===== src/rtl/mem_arb_pkg.sv =====
// Shared types and constants for the memory-port arbiter.
package mem_arb_pkg;

  typedef enum logic {
    ARB_IDLE = 1'b0,
    ARB_BUSY = 1'b1
  } arb_state_e;

  localparam logic [31:0] ARB_ERR_RDATA = 32'h0;

endpackage


===== src/rtl/mem_port_arbiter_rr_arbiter.sv =====
// Combinational round-robin picker: first requester after last_grant_i, wrapping.
module rr_arbiter #(
  parameter int N_MASTERS = 2
) (
  input  logic [N_MASTERS-1:0]         req_i,
  input  logic [$clog2(N_MASTERS)-1:0] last_grant_i,
  output logic [$clog2(N_MASTERS)-1:0] winner_o,
  output logic                         valid_o
);

  localparam int GW = $clog2(N_MASTERS);

  logic [GW-1:0] idx;

  // Scan from farthest to nearest so the nearest requester is the last write.
  always_comb begin
    winner_o = '0;
    valid_o  = 1'b0;
    idx      = '0;
    for (int k = N_MASTERS; k >= 1; k--) begin
      idx = GW'((int'(last_grant_i) + k) % N_MASTERS);
      if (req_i[idx]) begin
        winner_o = idx;
        valid_o  = 1'b1;
      end
    end
  end

endmodule


===== src/rtl/mem_port_arbiter.sv =====
// Round-robin arbiter sharing one data-memory port between N requesters,
// with a latched request and a watchdog that forces an error completion.
//
//   state    | meaning
//   ARB_IDLE | no transaction; arbitrate live requests each cycle
//   ARB_BUSY | latched request on memory side; wait for ready or timeout
module mem_port_arbiter
  import mem_arb_pkg::*;
#(
  parameter int N_MASTERS = 2,
  parameter int TIMEOUT   = 255
) (
  input  logic                        clk_i,
  input  logic                        rst_ni,
  input  logic [N_MASTERS-1:0]        m_req_i,
  input  logic [N_MASTERS-1:0]        m_we_i,
  input  logic [N_MASTERS-1:0][3:0]   m_be_i,
  input  logic [N_MASTERS-1:0][31:0]  m_addr_i,
  input  logic [N_MASTERS-1:0][31:0]  m_wd_i,
  output logic [31:0]                 m_rd_o,
  output logic [N_MASTERS-1:0]        m_ready_o,
  output logic                        m_err_o,
  output logic                        mem_req_o,
  output logic                        mem_we_o,
  output logic [3:0]                  mem_be_o,
  output logic [31:0]                 mem_addr_o,
  output logic [31:0]                 mem_wd_o,
  input  logic [31:0]                 mem_rd_i,
  input  logic                        mem_ready_i,
  output logic                        busy_o
);

  localparam int GW = $clog2(N_MASTERS);
  localparam int CW = $clog2(TIMEOUT + 1);
  localparam logic [CW-1:0] CNT_LAST = CW'(TIMEOUT - 1);

  arb_state_e    state_q, state_d;
  logic [GW-1:0] last_grant_q, last_grant_d;
  logic [CW-1:0] cnt_q, cnt_d;
  logic          we_q, we_d;
  logic [3:0]    be_q, be_d;
  logic [31:0]   addr_q, addr_d;
  logic [31:0]   wd_q, wd_d;

  logic [GW-1:0] pick;
  logic          pick_valid;
  logic          timeout_hit;

  rr_arbiter #(.N_MASTERS(N_MASTERS)) u_rr (
    .req_i        (m_req_i),
    .last_grant_i (last_grant_q),
    .winner_o     (pick),
    .valid_o      (pick_valid)
  );

  assign timeout_hit = (cnt_q == CNT_LAST);

  always_ff @(posedge clk_i or negedge rst_ni) begin
    if (!rst_ni) begin
      state_q      <= ARB_IDLE;
      last_grant_q <= GW'(N_MASTERS - 1);
      cnt_q        <= '0;
      we_q         <= 1'b0;
      be_q         <= '0;
      addr_q       <= '0;
      wd_q         <= '0;
    end else begin
      state_q      <= state_d;
      last_grant_q <= last_grant_d;
      cnt_q        <= cnt_d;
      we_q         <= we_d;
      be_q         <= be_d;
      addr_q       <= addr_d;
      wd_q         <= wd_d;
    end
  end

  // The current grant is always the most recent winner, so last_grant_q doubles as it.
  always_comb begin
    state_d      = state_q;
    last_grant_d = last_grant_q;
    cnt_d        = cnt_q;
    we_d         = we_q;
    be_d         = be_q;
    addr_d       = addr_q;
    wd_d         = wd_q;
    unique case (state_q)
      ARB_IDLE: begin
        if (pick_valid) begin
          state_d      = ARB_BUSY;
          last_grant_d = pick;
          cnt_d        = '0;
          we_d         = m_we_i[pick];
          be_d         = m_be_i[pick];
          addr_d       = m_addr_i[pick];
          wd_d         = m_wd_i[pick];
        end
      end
      ARB_BUSY: begin
        if (mem_ready_i || timeout_hit) begin
          state_d = ARB_IDLE;
        end else begin
          cnt_d = cnt_q + 1'b1;
        end
      end
      default: state_d = ARB_IDLE;
    endcase
  end

  always_comb begin
    m_rd_o     = '0;
    m_ready_o  = '0;
    m_err_o    = 1'b0;
    mem_req_o  = 1'b0;
    mem_we_o   = 1'b0;
    mem_be_o   = '0;
    mem_addr_o = '0;
    mem_wd_o   = '0;
    busy_o     = 1'b0;
    if (state_q == ARB_BUSY) begin
      mem_req_o  = 1'b1;
      busy_o     = 1'b1;
      mem_we_o   = we_q;
      mem_be_o   = be_q;
      mem_addr_o = addr_q;
      mem_wd_o   = wd_q;
      if (mem_ready_i) begin
        m_ready_o[last_grant_q] = 1'b1;
        m_rd_o                  = mem_rd_i;
      end else if (timeout_hit) begin
        m_ready_o[last_grant_q] = 1'b1;
        m_err_o                 = 1'b1;
        m_rd_o                  = ARB_ERR_RDATA;
      end
    end
  end

endmodule


===== config.mk =====
export PLATFORM = sky130hd
export DESIGN_NAME = mem_port_arbiter
export DESIGN_NICKNAME = d
export VERILOG_FILES = /design/src/rtl/mem_arb_pkg.sv /design/src/rtl/mem_port_arbiter_rr_arbiter.sv /design/src/rtl/mem_port_arbiter.sv
export SDC_FILE = /design/constraint.sdc
export NUM_CORES = 1
export LEC_CHECK = 0
export ABC_AREA = 1
export CORE_MARGIN = 3
export CORE_UTILIZATION = 34
export DETAILED_ROUTE_END_ITERATION = 6
export PLACE_DENSITY = 0.73
export SYNTH_ARGS = -nofsm -noshare
export SYNTH_HDL_FRONTEND = slang
export SYNTH_SLANG_ARGS = --single-unit
export TNS_END_PERCENT = 1

===== constraint.sdc =====
create_clock -name clk_i -period 2 [get_ports clk_i]
set_clock_uncertainty 0.1 [all_clocks]
set_input_delay 0.4 -clock clk_i [delete_from_list [all_inputs] [get_ports clk_i]]
set_output_delay 0.4 -clock clk_i [all_outputs]
set_load 0.01 [all_outputs]

Word level (Yosys, flattened, before mapping) --
Cells that the tools add are included.
Cells by class: bitwise logic cells 1, add/sub/neg operators 3, magnitude comparators 5, multiplexer cells 37, reduce and logical (&&, ||, !) cells 4, equal/unequal tests 3
Operator list (count):
- 32-bit 2-to-1 mux | 8
- 1-bit 2-to-1 mux | 18
- 8-bit 2-to-1 mux | 2
- 8-bit one-hot mux with 2 select lines | 1
- 4-bit 2-to-1 mux | 3
- 8-bit by 1-bit adder with 8-bit output (second input constant) | 1
- 8-bit equality test (second input constant) | 1
- 1-bit by 2-bit < comparator with 1-bit output (second input constant) | 4
- 2-bit 2-to-1 mux | 3
- 2-bit != test (second input constant) | 2
- 2-bit AND reduction | 2
- 1-bit adder (second input constant) | 2
- 1-bit one-hot mux with 2 select lines | 1
- 1-bit demux with 1-bit select | 1
- 1-bit greater-or-equal comparator (second input constant) | 1
- 1-bit logical AND | 1
- 1-bit logical OR | 1
- 1-bit inverter | 1
Storage, ports and cells: flip-flop bits (word level) 79, output and inout bits 106, input port bits 175, logic and storage cells 60

Logic depth before layout (Yosys ltp) --
depth in word-level cells 7, gate-level depth with buffers 8, gate-level depth less buffers 8

By module --
A second synthesis with hierarchy kept.
Second synthesis, totals: cells, all modules 675, area, all modules 4586.9 um^2
Modules (own cells, without submodules):
- mem_port_arbiter | seq. area each 1978.1 um^2, cells each 672, area each 4571.9 um^2, times used 1
- rr_arbiter | seq. area each 0.0 um^2, cells each 3, area each 15.0 um^2, times used 1

Worst setup path before layout --
OpenSTA, ideal clock, no wires.
path type register to output, start point register cnt_q[0], end point output port m_ready_o[0], arrival time 1178 ps, setup slack 322 ps, required time 1500 ps, path buffers 0, cell stages (with the launch flop) 9, cells stage by stage dfrtp_1 -> inv_1 -> ha_1 -> nand2_1 -> nor2_1 -> nand2_1 -> nand2_1 -> nand2_1 -> nor2_1
On the way: longest elaborated chain between the ends 4
Ends and longest elaborated chain:
- start, declared | RTL line mem_port_arbiter.sv:39 | logic [CW-1:0] cnt_q, cnt_d;
- start signal, assigned | RTL line mem_port_arbiter.sv:70 | cnt_q <= cnt_d;
- 8-bit equality test | RTL line mem_port_arbiter.sv:56 | assign timeout_hit = (cnt_q == CNT_LAST);
- 2-bit 2-to-1 mux | RTL line mem_port_arbiter.sv:130 | end else if (timeout_hit) begin
- 2-bit 2-to-1 mux | RTL line mem_port_arbiter.sv:127 | if (mem_ready_i) begin
- 2-bit 2-to-1 mux | RTL line mem_port_arbiter.sv:120 | if (state_q == ARB_BUSY) begin
- end, declared | RTL line mem_port_arbiter.sv:21 | output logic [N_MASTERS-1:0] m_ready_o,
Every way passes these cells.

Final worst setup path --
start point register cnt_q[0], end point output port m_err_o
On the way: longest elaborated chain between the ends 4
Ends and longest elaborated chain:
- 8-bit equality test | RTL line mem_port_arbiter.sv:56
- 1-bit 2-to-1 mux | RTL line mem_port_arbiter.sv:130
- 1-bit 2-to-1 mux | RTL line mem_port_arbiter.sv:127
- 1-bit 2-to-1 mux | RTL line mem_port_arbiter.sv:120
- end, declared | RTL line mem_port_arbiter.sv:22 | output logic m_err_o,
Every way passes these cells.

==> results.yml <==
yosys:
  syn_inst: 673
  yosysMostFrequentCell: "nand2_1"
  yosys_register_bits: 79
  ys_warn_count: 0
  synth_edf_count: 0
  ys.flop_type: "dfrtp_1"
  ys_async_sr_fraction_pct: 100.0
  synthTopCellsByArea: "dfrtp_1 43%, nand2_1 14%, inv_1 9.1%"
  yosysTopAreaCellShare_pct: 43.39
  synthTopCellsByCount: "167 x nand2_1, 109 x inv_1, 107 x nor2_1"
  yosys.area.top_type: "dfrtp_1"
  syn-num-nets: 850
  yosysUniqueCellTypes: 26
  synth_area_per_cell_um2: 6.684
  synth_area_um2: 4498
  synth_seq_area_share_pct: 43.98
worst_setup_path:
  worstSetupStartpointType: "register"
  r2r-end: "cnt_q[6]"
  crit_slowest_cell: "dfrtp_1"
  crit_path_max_incr_delay_ns: 0.38
  cp.arrival_ns: 1.57
  path_max_fanout: 2
  rrSetupSlack_ns: 0.22
  startpoint: "cnt_q[0]"
  path_cells: "inv_2, ha_4, nand2_4, nor2_4, nand2_2, buf_6, nor3_4, buf_2"
  crit_path_end_kind: "primary output"
  crit_required_ns: 1.50
  r2r-start: "state_q"
  reg2reg_depth: 9
  worstSetupPathType: "reg -> out"
  worstSetupEndpoint: "m_err_o"
clock_network:
  cts_buffers: 9
  clockBufferDepth: 2
  cts.clk_slew.worst_paths_ns: 0.06
  cts_tree: "built"
  htreeDepth: 3
  cts_sinks: 79
  insertion_delay_ns: 0.33
  cts_root_buffer: "clkbuf_16"
timing:
  hold_violations: 0
  rsz0062_at_grt: "yes"
  worst-slew-pin-transition_ns: 0.4823
  fmax_mhz: 482.3
  setup_viol: 20
  relSlewSlack_pct: 67.85
  worst_slack_ns: -0.07333
  slew_viol_final: 0
  period_needed_ns: 2.073
  timing.final.crit_share_pct: 103.7
place:
  placed_cells: 1120
  place_area_um2: 7735
  hpwlAfterDp_um: 11730
  place.gp.congestion: 0.7913
  io_buffers: 280
global_routing:
  grt_first_pass_wirelength_um: 24700
  grt_max_degree: 46
  antenna_found_initial: 0
  grtUsageTotal_pct: 21.31
  grt_pass1_vias: 4916
  grt_overflow_total: 0
floorplanning:
  die_w_um: 121.0
  rows: 41
  core_area_um2: 12770
  dieArea_um2: 14650
  fp.dieH_um: 121.0
  io_pins: 281
  start_util_pct: 35.21
drt:
  drt-pass1-iter-count: 6
  vias: 5209
  wl_um: 16260
  via_per_inst: 4.545
  drc: 0
  ant_nets: 0
  wl_per_cell_um: 14.19
  drt-initial-drc-count: 271
job:
  drv_cap: 0
final_layout:
  stdcell_area_um2: 8026
  n_antenna_cell: 0
  nFillCells: 1150
  area_growth_pct: 78.44
  stdcell_count: 1146
  fin_nets: 1146
  drive_gt1_share_pct: 14.48
run_status:
  violations: "negative setup slack"
  outcome: "finished with violations"
power:
  vdd_ir_drop_max_mv: 0.4436
  p_per_area_nw_per_um2: 998.8
  report.power.total_uw: 8017
  p_leak_uw: 0.004324
worst_hold_path:
  min_path_type: "reg -> reg"
==> logic make-up (layout without fill, tap and decap cells) <==
kind of cell	Yosys count	after routing	synth area share (%)
simple gates	295	295	25.31
buf+inv	153	454	13.57
compound gates	142	142	16.19
flops	79	79	43.98
fa+ha+maj	2	2	0.5562
xor+xnor	2	2	0.3895
==> area by class of cell <==
type | count | area, um2 | share of cell area, %
multi-input cells | 441 | 1963 | 24.46
inverters | 112 | 422.9 | 5.269
flip-flops and latches | 79 | 1979 | 24.66
well taps | 172 | 215.2 | 2.681
repair buffers | 326 | 3104 | 38.68
clock inverters | 4 | 95.09 | 1.185
clock buffers | 12 | 246.5 | 3.071
==> critical path: cells and delay by family, from the launching register on <==
family        cells  cell delay, ns
buf+inv           3            0.36
simple gates      4            0.36
flops             1            0.38
fa+ha+maj         1            0.13
==> where the power goes <==
group          internal (uW)  total (uW)  switching [uW]
clock                   1250        1900             649
combinational           1720        3560            1840
sequential              2210        2550             340
==> through the flow <==
stage	worst slack [ns]	hold WS, ns	utilization (%)	setup TNS [ns]
final	-0.07333	0.3868	62.84	-0.4840
after global routing	-0.2069	0.4045	62.84	-1.782
after CTS	-0.1705	0.3920	62.25	-0.9330
after detailed placement	-0.3165	0.2971	60.55	-10.32
after global placement	-0.3063	0.2990	60.55	-10.25
after floorplan	0.3223	0.004409	-	0
==> worst min-delay path by stage <==
stage	slack, ns	cells after the start	end	from
floorplan	0.004	0	addr_q[0]	rst_ni
global placement	0.30	1	addr_q[28]	rst_ni
detailed placement	0.30	1	addr_q[28]	rst_ni
CTS	0.39	2	addr_q[31]	addr_q[31]
global route	0.40	2	addr_q[14]	addr_q[14]
finish	0.39	2	be_q[1]	be_q[1]
==> sequential cells by signal, summed over array words and instances, names as in the netlist <==
register,count
last_grant_q,1
we_q,1
be_q,4
cnt_q,8
wd_q,32
addr_q,32
state_q,1
==> what timing repair did <==
| action | 4_1_cts | 5_1_grt |
|---|---|---|
| setup endpoints to repair | 105 | 38 |
| hold endpoints to repair | 31 | 0 |
| gates resized for setup | 254 | 70 |
| gates cloned | 1 | 0 |
| hold buffers | 1 | 0 |
| pin swaps | 2 | 3 |
| setup buffers | 4 | 4 |
==> placed cells by master, fill, tap and decap left out, types with 9 or more instances in the layout <==
| master | netlist | final |
|---|---|---|
| buf_12 | 0 | 12 |
| buf_2 | 4 | 42 |
| buf_4 | 3 | 29 |
| clkbuf_16 | 0 | 9 |
| clkdlybuf4s15_1 | 0 | 33 |
| clkdlybuf4s50_1 | 0 | 172 |
| dfrtp_1 | 78 | 77 |
| dlygate4sd2_1 | 0 | 9 |
| inv_1 | 109 | 108 |
| nand2_1 | 167 | 161 |
| nand3_1 | 16 | 16 |
| nor2_1 | 107 | 105 |
| o21ai_0 | 68 | 68 |
| o21ai_1 | 71 | 71 |
==> per-layer routing <==
layer / GRT usage (%) / vias up / wire length, um
met5: 0 / - / 0
met1: 23.51 / 2340 / 6133
li1: - / 2641 / -
met2: 38.49 / 212 / 8224
met3: 7.739 / 16 / 1656
met4: 5.737 / 0 / 249
(Power assumes the default switching activity.)
